`src/rtl/pic_pkg.sv`:
```
// Shared definitions for the PIC blocks: OCW2 command encodings (R,SL,EOI)
// and the level-index width helper.
package pic_pkg;

  localparam logic [2:0] CMD_ROT_AEOI_CLR = 3'b000;
  localparam logic [2:0] CMD_NS_EOI       = 3'b001;
  localparam logic [2:0] CMD_NOP          = 3'b010;
  localparam logic [2:0] CMD_S_EOI        = 3'b011;
  localparam logic [2:0] CMD_ROT_AEOI_SET = 3'b100;
  localparam logic [2:0] CMD_ROT_NS_EOI   = 3'b101;
  localparam logic [2:0] CMD_SET_PRIO     = 3'b110;
  localparam logic [2:0] CMD_ROT_S_EOI    = 3'b111;

  // Width of an index into n levels; never narrower than one bit.
  function automatic int idx_w(input int n);
    return (n < 2) ? 1 : $clog2(n);
  endfunction

endpackage

```
`src/rtl/pic_rot_prio_enc.sv`:
```
// Rotating priority encoder: picks the first set request bit starting at
// (lowest_prio+1) mod NUM_IRQ and walking upward with wrap.
module pic_rot_prio_enc
  import pic_pkg::*;
#(
  parameter int NUM_IRQ = 8,
  parameter int IDX_W   = idx_w(NUM_IRQ)
) (
  input  logic [NUM_IRQ-1:0] req,
  input  logic [IDX_W-1:0]   lowest_prio,
  output logic               valid,
  output logic [IDX_W-1:0]   idx
);

  int pos;

  // Scan from the lowest priority back to the highest so the final hit wins.
  always_comb begin
    valid = 1'b0;
    idx   = '0;
    pos   = 0;
    for (int k = NUM_IRQ - 1; k >= 0; k--) begin
      pos = int'(lowest_prio) + 1 + k;
      if (pos >= NUM_IRQ) pos = pos - NUM_IRQ;
      if (pos >= NUM_IRQ) pos = pos - NUM_IRQ;
      if (req[pos[IDX_W-1:0]]) begin
        valid = 1'b1;
        idx   = pos[IDX_W-1:0];
      end
    end
  end

endmodule

```
`src/rtl/pic_isr_bank.sv`:
```
// In-service register bank: acknowledge sets a level, OCW2 EOI clears it,
// and a rotating lowest-priority pointer orders the levels.
module pic_isr_bank
  import pic_pkg::*;
#(
  parameter int NUM_IRQ = 8,
  parameter int IDX_W   = idx_w(NUM_IRQ)
) (
  input  logic               clk,
  input  logic               reset,
  input  logic               init_clear,
  input  logic               aeoi_mode,
  input  logic               ack_valid,
  input  logic [IDX_W-1:0]   ack_idx,
  input  logic               ocw2_valid,
  input  logic [2:0]         ocw2_cmd,
  input  logic [IDX_W-1:0]   ocw2_level,
  input  logic               smm,
  input  logic [NUM_IRQ-1:0] imr,
  output logic [NUM_IRQ-1:0] isr_out,
  output logic               top_valid,
  output logic [IDX_W-1:0]   top_idx,
  output logic [IDX_W-1:0]   lowest_prio,
  output logic               eoi_err
);

  localparam logic [IDX_W-1:0]   PRIO_RST = IDX_W'(NUM_IRQ - 1);
  localparam logic [NUM_IRQ-1:0] ONE_HOT0 = NUM_IRQ'(1);

  logic               rotate_in_aeoi;
  logic [NUM_IRQ-1:0] eligible;
  logic               ack_ok;
  logic               lvl_ok;
  logic [NUM_IRQ-1:0] clear_mask;
  logic [NUM_IRQ-1:0] set_mask;
  logic               ocw_prio_upd;
  logic [IDX_W-1:0]   prio_next;
  logic               rot_next;
  logic               err_next;

  // Special mask mode hides masked in-service levels from selection only.
  assign eligible = isr_out & ~(smm ? imr : '0);

  pic_rot_prio_enc #(
    .NUM_IRQ (NUM_IRQ),
    .IDX_W   (IDX_W)
  ) u_enc (
    .req         (eligible),
    .lowest_prio (lowest_prio),
    .valid       (top_valid),
    .idx         (top_idx)
  );

  assign ack_ok = ack_valid && (int'(ack_idx) < NUM_IRQ);
  assign lvl_ok = int'(ocw2_level) < NUM_IRQ;

  // ack_valid and ocw2_valid are single-cycle pulses with no backpressure;
  // both are evaluated against the current state and merged into one update.
  always_comb begin
    clear_mask   = '0;
    set_mask     = '0;
    ocw_prio_upd = 1'b0;
    prio_next    = lowest_prio;
    rot_next     = rotate_in_aeoi;
    err_next     = 1'b0;

    if (ocw2_valid) begin
      case (ocw2_cmd)
        CMD_NS_EOI: begin
          if (top_valid) clear_mask = ONE_HOT0 << top_idx;
          else           err_next   = 1'b1;
        end
        CMD_S_EOI: begin
          if (lvl_ok) clear_mask = ONE_HOT0 << ocw2_level;
        end
        CMD_ROT_NS_EOI: begin
          if (top_valid) begin
            clear_mask   = ONE_HOT0 << top_idx;
            prio_next    = top_idx;
            ocw_prio_upd = 1'b1;
          end else begin
            err_next = 1'b1;
          end
        end
        CMD_ROT_S_EOI: begin
          if (lvl_ok) begin
            clear_mask   = ONE_HOT0 << ocw2_level;
            prio_next    = ocw2_level;
            ocw_prio_upd = 1'b1;
          end
        end
        CMD_SET_PRIO: begin
          if (lvl_ok) begin
            prio_next    = ocw2_level;
            ocw_prio_upd = 1'b1;
          end
        end
        CMD_ROT_AEOI_SET: rot_next = 1'b1;
        CMD_ROT_AEOI_CLR: rot_next = 1'b0;
        default: ;
      endcase
    end

    // In AEOI the level completes with the acknowledge, so it never lands in the ISR.
    if (ack_ok) begin
      if (!aeoi_mode)                                      set_mask  = ONE_HOT0 << ack_idx;
      else if (rotate_in_aeoi && !ocw_prio_upd)            prio_next = ack_idx;
    end
  end

  always_ff @(posedge clk) begin
    if (reset || init_clear) begin
      isr_out        <= '0;
      lowest_prio    <= PRIO_RST;
      rotate_in_aeoi <= 1'b0;
      eoi_err        <= 1'b0;
    end else begin
      isr_out        <= (isr_out & ~clear_mask) | set_mask;
      lowest_prio    <= prio_next;
      rotate_in_aeoi <= rot_next;
      eoi_err        <= err_next;
    end
  end

endmodule

```
`config.mk`:
```
export PLATFORM = sky130hd
export DESIGN_NAME = pic_isr_bank
export DESIGN_NICKNAME = d
export VERILOG_FILES = /design/src/rtl/pic_pkg.sv /design/src/rtl/pic_rot_prio_enc.sv /design/src/rtl/pic_isr_bank.sv
export SDC_FILE = /design/constraint.sdc
export NUM_CORES = 1
export LEC_CHECK = 0
export CAP_MARGIN = 10
export CORE_AREA = 4 4 58 60
export DETAILED_ROUTE_END_ITERATION = 8
export DIE_AREA = 0 0 62 64
export DONT_BUFFER_PORTS = 1
export GPL_TIMING_DRIVEN = 0
export HOLD_SLACK_MARGIN = 0.08
export PLACE_DENSITY_LB_ADDON = 0.3
export SLEW_MARGIN = 20
export SYNTH_ARGS = -nofsm -noshare
export SYNTH_HDL_FRONTEND = slang
export SYNTH_HIERARCHICAL = 1
export SYNTH_SLANG_ARGS = --single-unit
```
`constraint.sdc`:
```
create_clock -name clk -period 4.68 [get_ports clk]
set_input_delay 0.468 -clock clk [delete_from_list [all_inputs] [get_ports clk]]
set_output_delay 0.468 -clock clk [all_outputs]
set_load 0.02 [all_outputs]
```
==> impl_metrics.json <==
{
  "synth_compound_area_share_pct": 30.0,
  "slew_headroom_pct": 47.4,
  "post_dp_cell_area_sq_um": 1810,
  "tns_ns": 0,
  "die-area_sq_um": 3970,
  "layout.nets": 235,
  "num_rows": 20,
  "drive_gt1_share_pct": 19.2,
  "syn_nets": 230,
  "hpwl_microns": 3730,
  "max_freq_mhz": 234,
  "cts_sinks": 13,
  "crit_chain": "buf_6, buf_8, buf_2, inv_1, ha_1, buf_6, mux4_2, mux2_2, o21ai_1, nand2_1, a211o_1, a21oi_2, nor2b_1, a22oi_1, o21ai_1, a21oi_1",
  "routed_wl_microns": 4740,
  "dr.pass1.iters": 5,
  "utilization_pct": 63.9,
  "grt_max_degree": 11,
  "power_leakage_nw": 0.694,
  "avgRoutedWirePerCell_microns": 19.7,
  "async_reset_ff_share_pct": 0,
  "drc": 0,
  "synth_fa_ha_area_share_pct": 1.42,
  "cts_tree": "done",
  "synth-main-ff-cell": "dfxtp_1",
  "end_kind": "flop",
  "slowest_stage": "mux4_2",
  "clk_pin_slew_ns": 0.08,
  "setup_violations": 0,
  "n_antenna_cell": 0,
  "synth_area_sq_um": 1770,
  "synth_top_family_by_area": "compound AO/OA/AOI/OAI gates",
  "cp-start-kind": "flop",
  "ys_ff_latch": 13,
  "hold_viol": 0,
  "synth_edf_count": 0,
  "final_cell_area_sq_um": 1870,
  "tightest_slew_ns": 0.782,
  "gp_congestion": 0.897,
  "skew_ns": 0.00895,
  "start_util_pct": 60.3,
  "core_area_sq_um": 2930,
  "yosysUniqueCellTypes": 59,
  "io_buffer_count": 0,
  "power_density_nw_per_um2": 139,
  "drtIter0Drc": 152,
  "vias_per_cell": 7.32,
  "hold_ws_ns": 0.301,
  "period_minus_slack_ns": 4.28,
  "ir_drop_mv": 0.136,
  "syn_area_per_cell_sq_um": 8.66,
  "antenna_found_initial": 0,
  "synth.area.top_cells": "dfxtp_1, mux4_2, a21oi_1",
  "cts.htree.levels": 1,
  "cp.arrival_ns": 4.44,
  "rsz0062_at_grt": "no",
  "grt_pass1_wl_microns": 7750,
  "cp_max_fo": 10,
  "post_cts_buffers": 0,
  "cts-hold-fix-buffers": 0,
  "max-clock-path-buffers": 2,
  "ys_seq_area_share_pct": 14.7,
  "max-cap-violations": 0,
  "synth_top_area_cell": "dfxtp_1",
  "ios": 40,
  "grt_pass1_vias": 1662,
  "slowest_delay_ns": 0.59,
  "cts_root_buf": "clkbuf_4",
  "die_x_microns": 62,
  "maxSlewViolCount": 0,
  "grt_overflow": 0,
  "synth_top_area_share_pct": 14.7,
  "yosysWarnings": 6,
  "ant_nets": 0,
  "die_y_microns": 64,
  "period_share_pct": 91.5,
  "cts_buffers": 3,
  "min_path_type": "primary input to flop",
  "area_delta_synth_final_pct": 5.95,
  "syn_inst": 204,
  "clk_latency_ns": 0.29,
  "via_count": 1764,
  "synthSimpleGateAreaFrac_pct": 18.0,
  "nFillCells": 249,
  "yosys.area_share.xor_xnor_pct": 4.96,
  "grt_usage_pct": 25.2,
  "outcome": "complete, no violations",
  "synthMuxAreaShare_pct": 24.0,
  "required_ns": 4.84,
  "criticalPathCategory": "flop to flop"
}
[kinds of logic (layout without fill, tap and decap cells)]
logic type | Yosys count | in the layout
adders and majority gates | 2 | 2
xor gates and xnor gates | 6 | 6
DFF | 13 | 13
muxes | 28 | 28
and+or+nand+nor | 59 | 59
AOI/OAI and AO/OA | 77 | 77
buffers and inverters | 19 | 23
[where the power goes]
| group | total [W] | switching (W) | leakage (nW) | internal, W |
|---|---|---|---|---|
| Sequential | 0.000115 | 0.00000320 | 0.105 | 0.000112 |
| Clock | 0.0000735 | 0.0000402 | 0.0150 | 0.0000332 |
| Combinational | 0.0000709 | 0.0000413 | 0.574 | 0.0000296 |
| Total | 0.000259 | 0.0000847 | 0.694 | 0.000175 |
[routing by layer]
layer,GRT usage [%],wire [microns]
met1,31.2,1880
met5,0,0
met2,41.7,2360
met4,10.1,194
met3,4.44,308
[cell usage after synthesis, types with 3 or more instances]
library cell   n
nand2_1       16
a31oi_1        4
nor2b_1        5
a21oi_1       19
a32oi_1        3
nor3_1         7
mux4_2         8
a21boi_0       8
mux2i_1        9
mux2_2         8
buf_6          4
nor2_1         9
o211ai_1       3
o31ai_1        3
a311oi_1       3
inv_1          8
xnor2_1        3
and2_1         3
nand3_1        5
o21ai_0        3
a22oi_1        6
o21ai_1        9
dfxtp_1       13
[per-stage QoR]
step,setup WS [ns],power (W),std cells
after global routing,0.147,0.000270,241
final,0.399,0.000259,241
after floorplan,0.517,0.000173,204
after detailed placement,-0.000387,0.000185,237
after CTS,0.0479,0.000253,241
after global placement,-0.131,0.000182,237
[state kept, by name (all words and copies together), names as in the netlist]
name,cells
lowest_prio,3
isr_out,8
eoi_err,1
rotate_in_aeoi,1
[layout by cell type, fill, tap and decap left out, drive strengths merged, types with 2 or more instances in the layout]
cell type,netlist,routed
xnor3,2,2
a31oi,4,4
a311oi,3,3
o21ai,12,12
o211ai,3,3
nor2b,5,5
mux2i,10,10
a21oi,20,20
o2111a,2,2
o22ai,2,2
clkbuf,2,6
dfxtp,13,13
inv,8,8
nand3,5,5
nand2,16,16
o31ai,3,3
a32oi,3,3
ha,2,2
and2,4,4
mux4,9,9
nor2,9,9
a22oi,6,6
buf,8,8
nor3,7,7
o41ai,2,2
a21boi,8,8
and3b,2,2
mux2,9,9
xnor2,3,3
nand4,2,2
a22o,2,2
[worst max-delay path: cells and delay by family (launching register included)]
family,cells,cell delay [ns]
AOI/OAI and AO/OA,6,1.27
adders and majority gates,1,0.30
buffers and inverters,5,0.81
DFF,1,0.48
muxes,2,0.90
and+or+nand+nor,2,0.38
[layout make-up]
cell class                 count  area (sq um)  area share, %
tap                           33          41.3           2.21
buffer                        10          87.6           4.68
inverter                       9          33.8           1.80
clock buffer                   4          26.3           1.40
sequential                    13           262           14.0
multi-input combinational    172          1420           75.9
[worst paths after layout]
kind / slack, ns / endpoint / start / depth (start not counted)
max: 0.40 / isr_out[5] / lowest_prio[0] / 16
min: 0.30 / lowest_prio[0] / ack_idx[0] / 2
max reg2reg: 0.40 / isr_out[5] / lowest_prio[0] / 16
min reg2reg: 0.51 / rotate_in_aeoi / rotate_in_aeoi / 2
[repair_timing]
item                                    CTS  global route
endpoints found under the setup margin    4            10
resized for setup                         1             4
pin swaps                                 0             0
No activity file was read; power rests on OpenSTA's default activity.
